==> config.mk <==
export PLATFORM = sky130hd
export DESIGN_NAME = gen_txen_dat
export DESIGN_NICKNAME = d
export VERILOG_FILES = /design/src/rtl/gen_txen_dat_pkg.sv /design/src/rtl/gen_txen_dat_word_src.sv /design/src/rtl/gen_txen_dat.sv
export SDC_FILE = /design/constraint.sdc
export NUM_CORES = 1
export LEC_CHECK = 0
export ABC_CLOCK_PERIOD_IN_PS = 2000
export CORE_MARGIN = 5
export CORE_UTILIZATION = 40
export CTS_BUF_LIST = sky130_fd_sc_hd__clkbuf_16
export CTS_CLUSTER_DIAMETER = 50
export CTS_CLUSTER_SIZE = 30
export DETAILED_ROUTE_END_ITERATION = 7
export DONT_BUFFER_PORTS = 1
export GPL_TIMING_DRIVEN = 0
export PLACE_DENSITY_LB_ADDON = 0.3
export SLEW_MARGIN = 20
export SYNTH_ARGS = -nofsm -noshare
export SYNTH_HDL_FRONTEND = slang
export SYNTH_SLANG_ARGS = --single-unit
==> constraint.sdc <==
create_clock -name clk -period 2 [get_ports clk]
set_input_delay 0.2 -clock clk [delete_from_list [all_inputs] [get_ports clk]]
set_output_delay 0.2 -clock clk [all_outputs]
set_load 0.005 [all_outputs]
==> src/rtl/gen_txen_dat_pkg.sv <==
// Shared types and constants for gen_txen_dat.
// FSM states, command-word field layout, LFSR seed/taps.
package gen_txen_dat_pkg;

    typedef enum logic [1:0] {
        S_IDLE = 2'd0,
        S_CW   = 2'd1,
        S_GAP  = 2'd2,
        S_DW   = 2'd3
    } state_t;

    localparam int WORD_W = 16;

    // Command word layout: {rt_addr, tr, subaddr, word_cnt}
    localparam int RT_W  = 5;
    localparam int TR_W  = 1;
    localparam int SA_W  = 5;
    localparam int WC_W  = 5;
    localparam int WC_LSB = 0;
    localparam int SA_LSB = WC_LSB + WC_W;
    localparam int TR_LSB = SA_LSB + SA_W;
    localparam int RT_LSB = TR_LSB + TR_W;

    // x^16+x^14+x^13+x^11+1, right-shifting Fibonacci form:
    // feedback from bits 0,2,3,5 enters at bit 15.
    localparam logic [WORD_W-1:0] LFSR_SEED = 16'hACE1;
    localparam logic [WORD_W-1:0] LFSR_TAPS = 16'h002D;

    function automatic logic [WORD_W-1:0] lfsr_step(
        input logic [WORD_W-1:0] w
    );
        return {^(w & LFSR_TAPS), w[WORD_W-1:1]};
    endfunction

endpackage

==> src/rtl/gen_txen_dat_word_src.sv <==
// Data-word source: incrementing counter, or LFSR when
// GEN_TXEN_DAT_PRBS_EN is defined. Ports: clk, rst_n, adv (step), word.
module gen_txen_dat_word_src
    import gen_txen_dat_pkg::*;
(
    input  logic              clk,
    input  logic              rst_n,
    input  logic              adv,
    output logic [WORD_W-1:0] word
);

`ifdef GEN_TXEN_DAT_PRBS_EN
    always_ff @(posedge clk or negedge rst_n) begin
        if (!rst_n) begin
            word <= LFSR_SEED;
        end else if (adv) begin
            word <= lfsr_step(word);
        end
    end
`else
    always_ff @(posedge clk or negedge rst_n) begin
        if (!rst_n) begin
            word <= '0;
        end else if (adv) begin
            word <= word + 16'd1;
        end
    end
`endif

endmodule

==> src/rtl/gen_txen_dat.sv <==
// Transmit stimulus generator: on st emits CW_TX then DW_TX on DAT framed by txen.
// Ports: clk, rst_n, st in; txen, DAT, CW_TX, DW_TX out. Option: GEN_TXEN_DAT_PRBS_EN.
module gen_txen_dat
    import gen_txen_dat_pkg::*;
#(
    parameter int              BIT_CLKS  = 50,
    parameter int              WORD_BITS = 20,
    parameter int              GAP_CLKS  = 100,
    parameter logic [RT_W-1:0] RT_ADDR   = 5'd1,
    parameter logic [TR_W-1:0] TR_BIT    = 1'b0,
    parameter logic [SA_W-1:0] SUBADDR   = 5'd2,
    parameter logic [WC_W-1:0] WORD_CNT  = 5'd1
) (
    input  logic              clk,
    input  logic              rst_n,
    input  logic              st,
    output logic              txen,
    output logic [WORD_W-1:0] DAT,
    output logic [WORD_W-1:0] CW_TX,
    output logic [WORD_W-1:0] DW_TX
);

    localparam int WORD_CLKS = BIT_CLKS * WORD_BITS;
    localparam int MAX_CLKS  = (WORD_CLKS > GAP_CLKS) ? WORD_CLKS : GAP_CLKS;
    localparam int TW        = $clog2(MAX_CLKS + 1);

    // Timer counts down to zero, so a load of N-1 gives N cycles.
    localparam logic [TW-1:0] WORD_LD = TW'(WORD_CLKS - 1);
    localparam logic [TW-1:0] GAP_LD  = TW'(GAP_CLKS - 1);

    localparam logic [WORD_W-1:0] CW_VAL =
        {RT_ADDR, TR_BIT, SUBADDR, WORD_CNT};

    state_t            state_q, state_d;
    logic [TW-1:0]     timer_q, timer_d;
    logic              txen_d;
    logic [WORD_W-1:0] dat_d;
    logic [WORD_W-1:0] cw_d;
    logic [WORD_W-1:0] dw_d;
    logic              adv;
    logic [WORD_W-1:0] src_word;
    logic              tmr_zero;

    assign tmr_zero = (timer_q == '0);

    gen_txen_dat_word_src u_src (
        .clk   (clk),
        .rst_n (rst_n),
        .adv   (adv),
        .word  (src_word)
    );

    always_ff @(posedge clk or negedge rst_n) begin
        if (!rst_n) begin
            state_q <= S_IDLE;
            timer_q <= '0;
            txen    <= 1'b0;
            DAT     <= '0;
            CW_TX   <= '0;
            DW_TX   <= '0;
        end else begin
            state_q <= state_d;
            timer_q <= timer_d;
            txen    <= txen_d;
            DAT     <= dat_d;
            CW_TX   <= cw_d;
            DW_TX   <= dw_d;
        end
    end

    always_comb begin
        state_d = state_q;
        timer_d = timer_q;
        txen_d  = txen;
        dat_d   = DAT;
        cw_d    = CW_TX;
        dw_d    = DW_TX;
        adv     = 1'b0;
        unique case (state_q)
            S_IDLE: begin
                if (st) begin
                    state_d = S_CW;
                    timer_d = WORD_LD;
                    txen_d  = 1'b1;
                    dat_d   = CW_VAL;
                    cw_d    = CW_VAL;
                    dw_d    = src_word;
                end
            end
            S_CW: begin
                if (tmr_zero) begin
                    state_d = S_GAP;
                    timer_d = GAP_LD;
                    txen_d  = 1'b0;
                    dat_d   = '0;
                end else begin
                    timer_d = timer_q - 1'b1;
                end
            end
            S_GAP: begin
                if (tmr_zero) begin
                    state_d = S_DW;
                    timer_d = WORD_LD;
                    txen_d  = 1'b1;
                    dat_d   = DW_TX;
                end else begin
                    timer_d = timer_q - 1'b1;
                end
            end
            S_DW: begin
                if (tmr_zero) begin
                    // Source steps only once the data word is fully sent.
                    state_d = S_IDLE;
                    timer_d = '0;
                    txen_d  = 1'b0;
                    dat_d   = '0;
                    adv     = 1'b1;
                end else begin
                    timer_d = timer_q - 1'b1;
                end
            end
            default: begin
                state_d = S_IDLE;
            end
        endcase
    end

endmodule

==> flow_summary.toml <==
[outcome]
status = "finished clean"

[layout]
final_layout_size_suffix_gt1_frac = 0.2770
fill_cells = 646
nets = 301
diodes = 0
instances_no_fill = 395
area_delta_synth_final_pct = 22.14
seqCellArea_um2 = 1551
design_area_um2 = 3623
multiInputGateArea_um2 = 1341

[global_routing]
grt_max_degree = 63
globalRouteOverflowTotal = 0
grt_pass1_wl_um = 10390
grt_pass1_vias = 1952
grt_usage = 0.1494
antenna_found_initial = 0

[route]
first_iter_violations = 151
drt_wl_total_um = 6996
ant_nets = 0
drt_pass1_iterations = 4
drc = 0
vias = 2065
vias_per_cell = 5.228
wire_per_inst_um = 17.71

[min_path]
hold_depth = 2
hp-class = "in2reg"
worst_hold_path.endpoint = "DW_TX[6]$_DFFE_PN0P_"
min_from = "st"

[yosys]
yosysMostFrequentCell = "dfrtp_1"
syn_avg_cell_area_um2 = 11.45
synth_fa_ha_area_frac = 0.02952
synth.distinct_cells = 41
synth_top_family_by_area = "simple AND/OR/NAND/NOR gates"
async_reset_ff_frac = 1.000
yosysTopAreaCell = "dfrtp_1"
synthTopCellsByArea = "dfrtp_1 52%, mux2_2 6.5%, buf_4 4.0%"
yosysSeqAreaShare = 0.5230
synthCells = 259
synth_compound_area_frac = 0.1075
synth_top_cell_area_share = 0.5230
synth_edf_count = 0
synth_seq_cells = 62
synth_xor_xnor_area_share = 0.04429
yosys_warnings = 0
synth-main-ff-cell = "dfrtp_1"
synthMuxAreaShare = 0.06453
synth-simple-area-share = 0.1603
netlist_area_um2 = 2967
synthTopCellsByCount = "62 x dfrtp_1, 17 x mux2_2, 17 x nand2_1, 16 x buf_4, 13 x a22o_1"

[critical_path]
rrSetupSlack_ns = 0.02
critPathKind = "reg2reg"
r2r-start = "timer_q[1]$_DFFE_PN0P_"
cp_max_fo = 6
rr_worst_depth = 8
worst_r2r_endpoint = "DAT[13]$_DFFE_PN0P_"
cp.required_ns = 2.22
crit_path_end_kind = "flop"
critPathArrivalTime_ns = 2.20
critPathLaunchType = "flop"

[clock_tree]
cts_root_buf = "clkbuf_16"
worstSkewPairLatency_ns = 0.33
htreeDepth = 3
clockBufferDepth = 2
cts_made_buffers = 9
clk_pin_slew_ns = 0.06
cts_tree = "yes"
cts.sinks = 62

[power]
switching_share = 0.3745
power.leakage_nw = 1.698
pwr-share-clk = 0.283
power_density_nw_per_um2 = 1359
seq_power_share = 0.330
p_comb_frac = 0.387
p_sw_mw = 1.844
intPower_mw = 3.080
ir_drop_mv = 0.6219
power_mw = 4.924

[placement]
preCtsSetupSlack_ns = -0.3358
hpwl_um = 4410
dp.cells = 370
port_buffers = 0
dpl_cell_area_um2 = 3136
place.gp.congestion = 0.8669

[run]
cap_violations = 0

[die]
die-area_um2 = 9239
fp.dieW_um = 96.12
start_util = 0.4090
num_rows = 31
die_h_um = 96.12
core_um2 = 7253
io_pins = 52

[timing]
drv_slew = 0
final-setup-viol-count = 0
hold_violations = 0
fin_crit_ns = 1.977
rsz0062_at_grt = "true"
timing.fmax_ghz = 0.5059
fin_ws_ns = 0.02333
fin_crit_sh = 0.9883
clock-skew-final_ns = 0.007990
hold_ws_ns = 0.2976
-- metal layers --
layer,global-route usage,share of wire
met5,0,0
met4,0.06398,0.018
met3,0.04066,0.065
met2,0.2283,0.47
met1,0.1986,0.44
-- critical path, stage by stage, from the launching register on --
cell       delay, ns
dfrtp_1         0.40
inv_1           0.12
ha_4            0.15
nor3b_4         0.30
and3_1          0.22
buf_6           0.13
o21ai_4         0.12
clkbuf_16       0.19
a22o_1          0.22
-- layout make-up --
cell class / instances / share of cell area
flip-flops and latches: 62 / 0.4282
multi-input cells: 176 / 0.3702
clock buffers: 9 / 0.06215
plain buffers: 25 / 0.05249
well taps: 99 / 0.03419
repair buffers: 9 / 0.03315
clock inverters: 7 / 0.01140
inverters: 8 / 0.008287
-- sequential cells by signal (all words and copies together), names as in the netlist --
signal	count
timer_q	10
u_src.word	16
DW_TX	16
DAT	16
state_q	2
CW_TX	1
txen	1
-- metrics by stage --
step | util | TNS (ns)
after global placement | 0.4323 | -2.064
final | 0.4996 | 0
after CTS | 0.4792 | 0
after detailed placement | 0.4323 | -2.838
after floorplan | - | 0
after global routing | 0.4996 | -0.09489
-- how the worst max path moves through the flow --
stage,startpoint,slack [ns],end,depth (start not counted)
2_1_floorplan,state_q[0]$_DFFE_PN0P_,0.1,timer_q[7]$_DFFE_PN0P_,8
3_3_place_gp,state_q[0]$_DFFE_PN0P_,-0.35,timer_q[7]$_DFFE_PN0P_,8
3_5_place_dp,state_q[0]$_DFFE_PN0P_,-0.34,timer_q[7]$_DFFE_PN0P_,8
4_1_cts,state_q[0]$_DFFE_PN0P_,0.002,timer_q[7]$_DFFE_PN0P_,7
5_1_grt,timer_q[1]$_DFFE_PN0P_,-0.04,timer_q[9]$_DFFE_PN0P_,7
6_report,timer_q[1]$_DFFE_PN0P_,0.02,DAT[13]$_DFFE_PN0P_,8
-- placed cells by master, fill, tap and decap left out, types with 4 or more instances in the layout --
| cell type | synthesis | final |
|---|---|---|
| nor2_1 | 9 | 9 |
| inv_1 | 8 | 7 |
| nor4_1 | 7 | 5 |
| xnor2_1 | 9 | 9 |
| nand2_1 | 17 | 16 |
| nand4_1 | 4 | 4 |
| nor3_1 | 12 | 10 |
| conb_1 | 1 | 13 |
| dfrtp_1 | 62 | 62 |
| buf_4 | 16 | 21 |
| ha_1 | 7 | 4 |
| nand3_1 | 6 | 6 |
| clkbuf_16 | 0 | 10 |
| xor2_1 | 6 | 6 |
| a22oi_1 | 4 | 4 |
| mux2_2 | 17 | 17 |
| and3_1 | 6 | 6 |
| o21ai_0 | 10 | 10 |
| a22o_1 | 13 | 13 |
-- kinds of logic after synthesis --
| family | count (synthesis) |
|---|---|
| adders and majority gates | 7 |
| DFF | 62 |
| other | 1 |
| xor gates and xnor gates | 15 |
| buffers and inverters | 34 |
| and+or+nand+nor | 80 |
| muxes | 17 |
| AOI/OAI and AO/OA | 43 |
-- power groups by stage --
stage / Clock (mW) / Combinational, mW / Sequential, mW
final: 1.40 / 1.90 / 1.62
after global routing: 1.46 / 2.06 / 1.65
after CTS: 1.39 / 1.53 / 1.61
after detailed placement: 0 / 1.41 / 1.63
after global placement: 0 / 1.38 / 1.62
after floorplan: 0 / 1.10 / 1.57
-- timing repair --
action | 4_1_cts | 5_1_grt
setup endpoints to repair | 33 | 31
setup buffers | 2 | 4
pin swaps | 2 | 5
hold buffers | 2 | 0
resized for setup | 7 | 22
endpoints found under the hold margin | 62 | 0
gates cloned | 0 | 2
No activity file was read; power rests on OpenSTA's default activity.
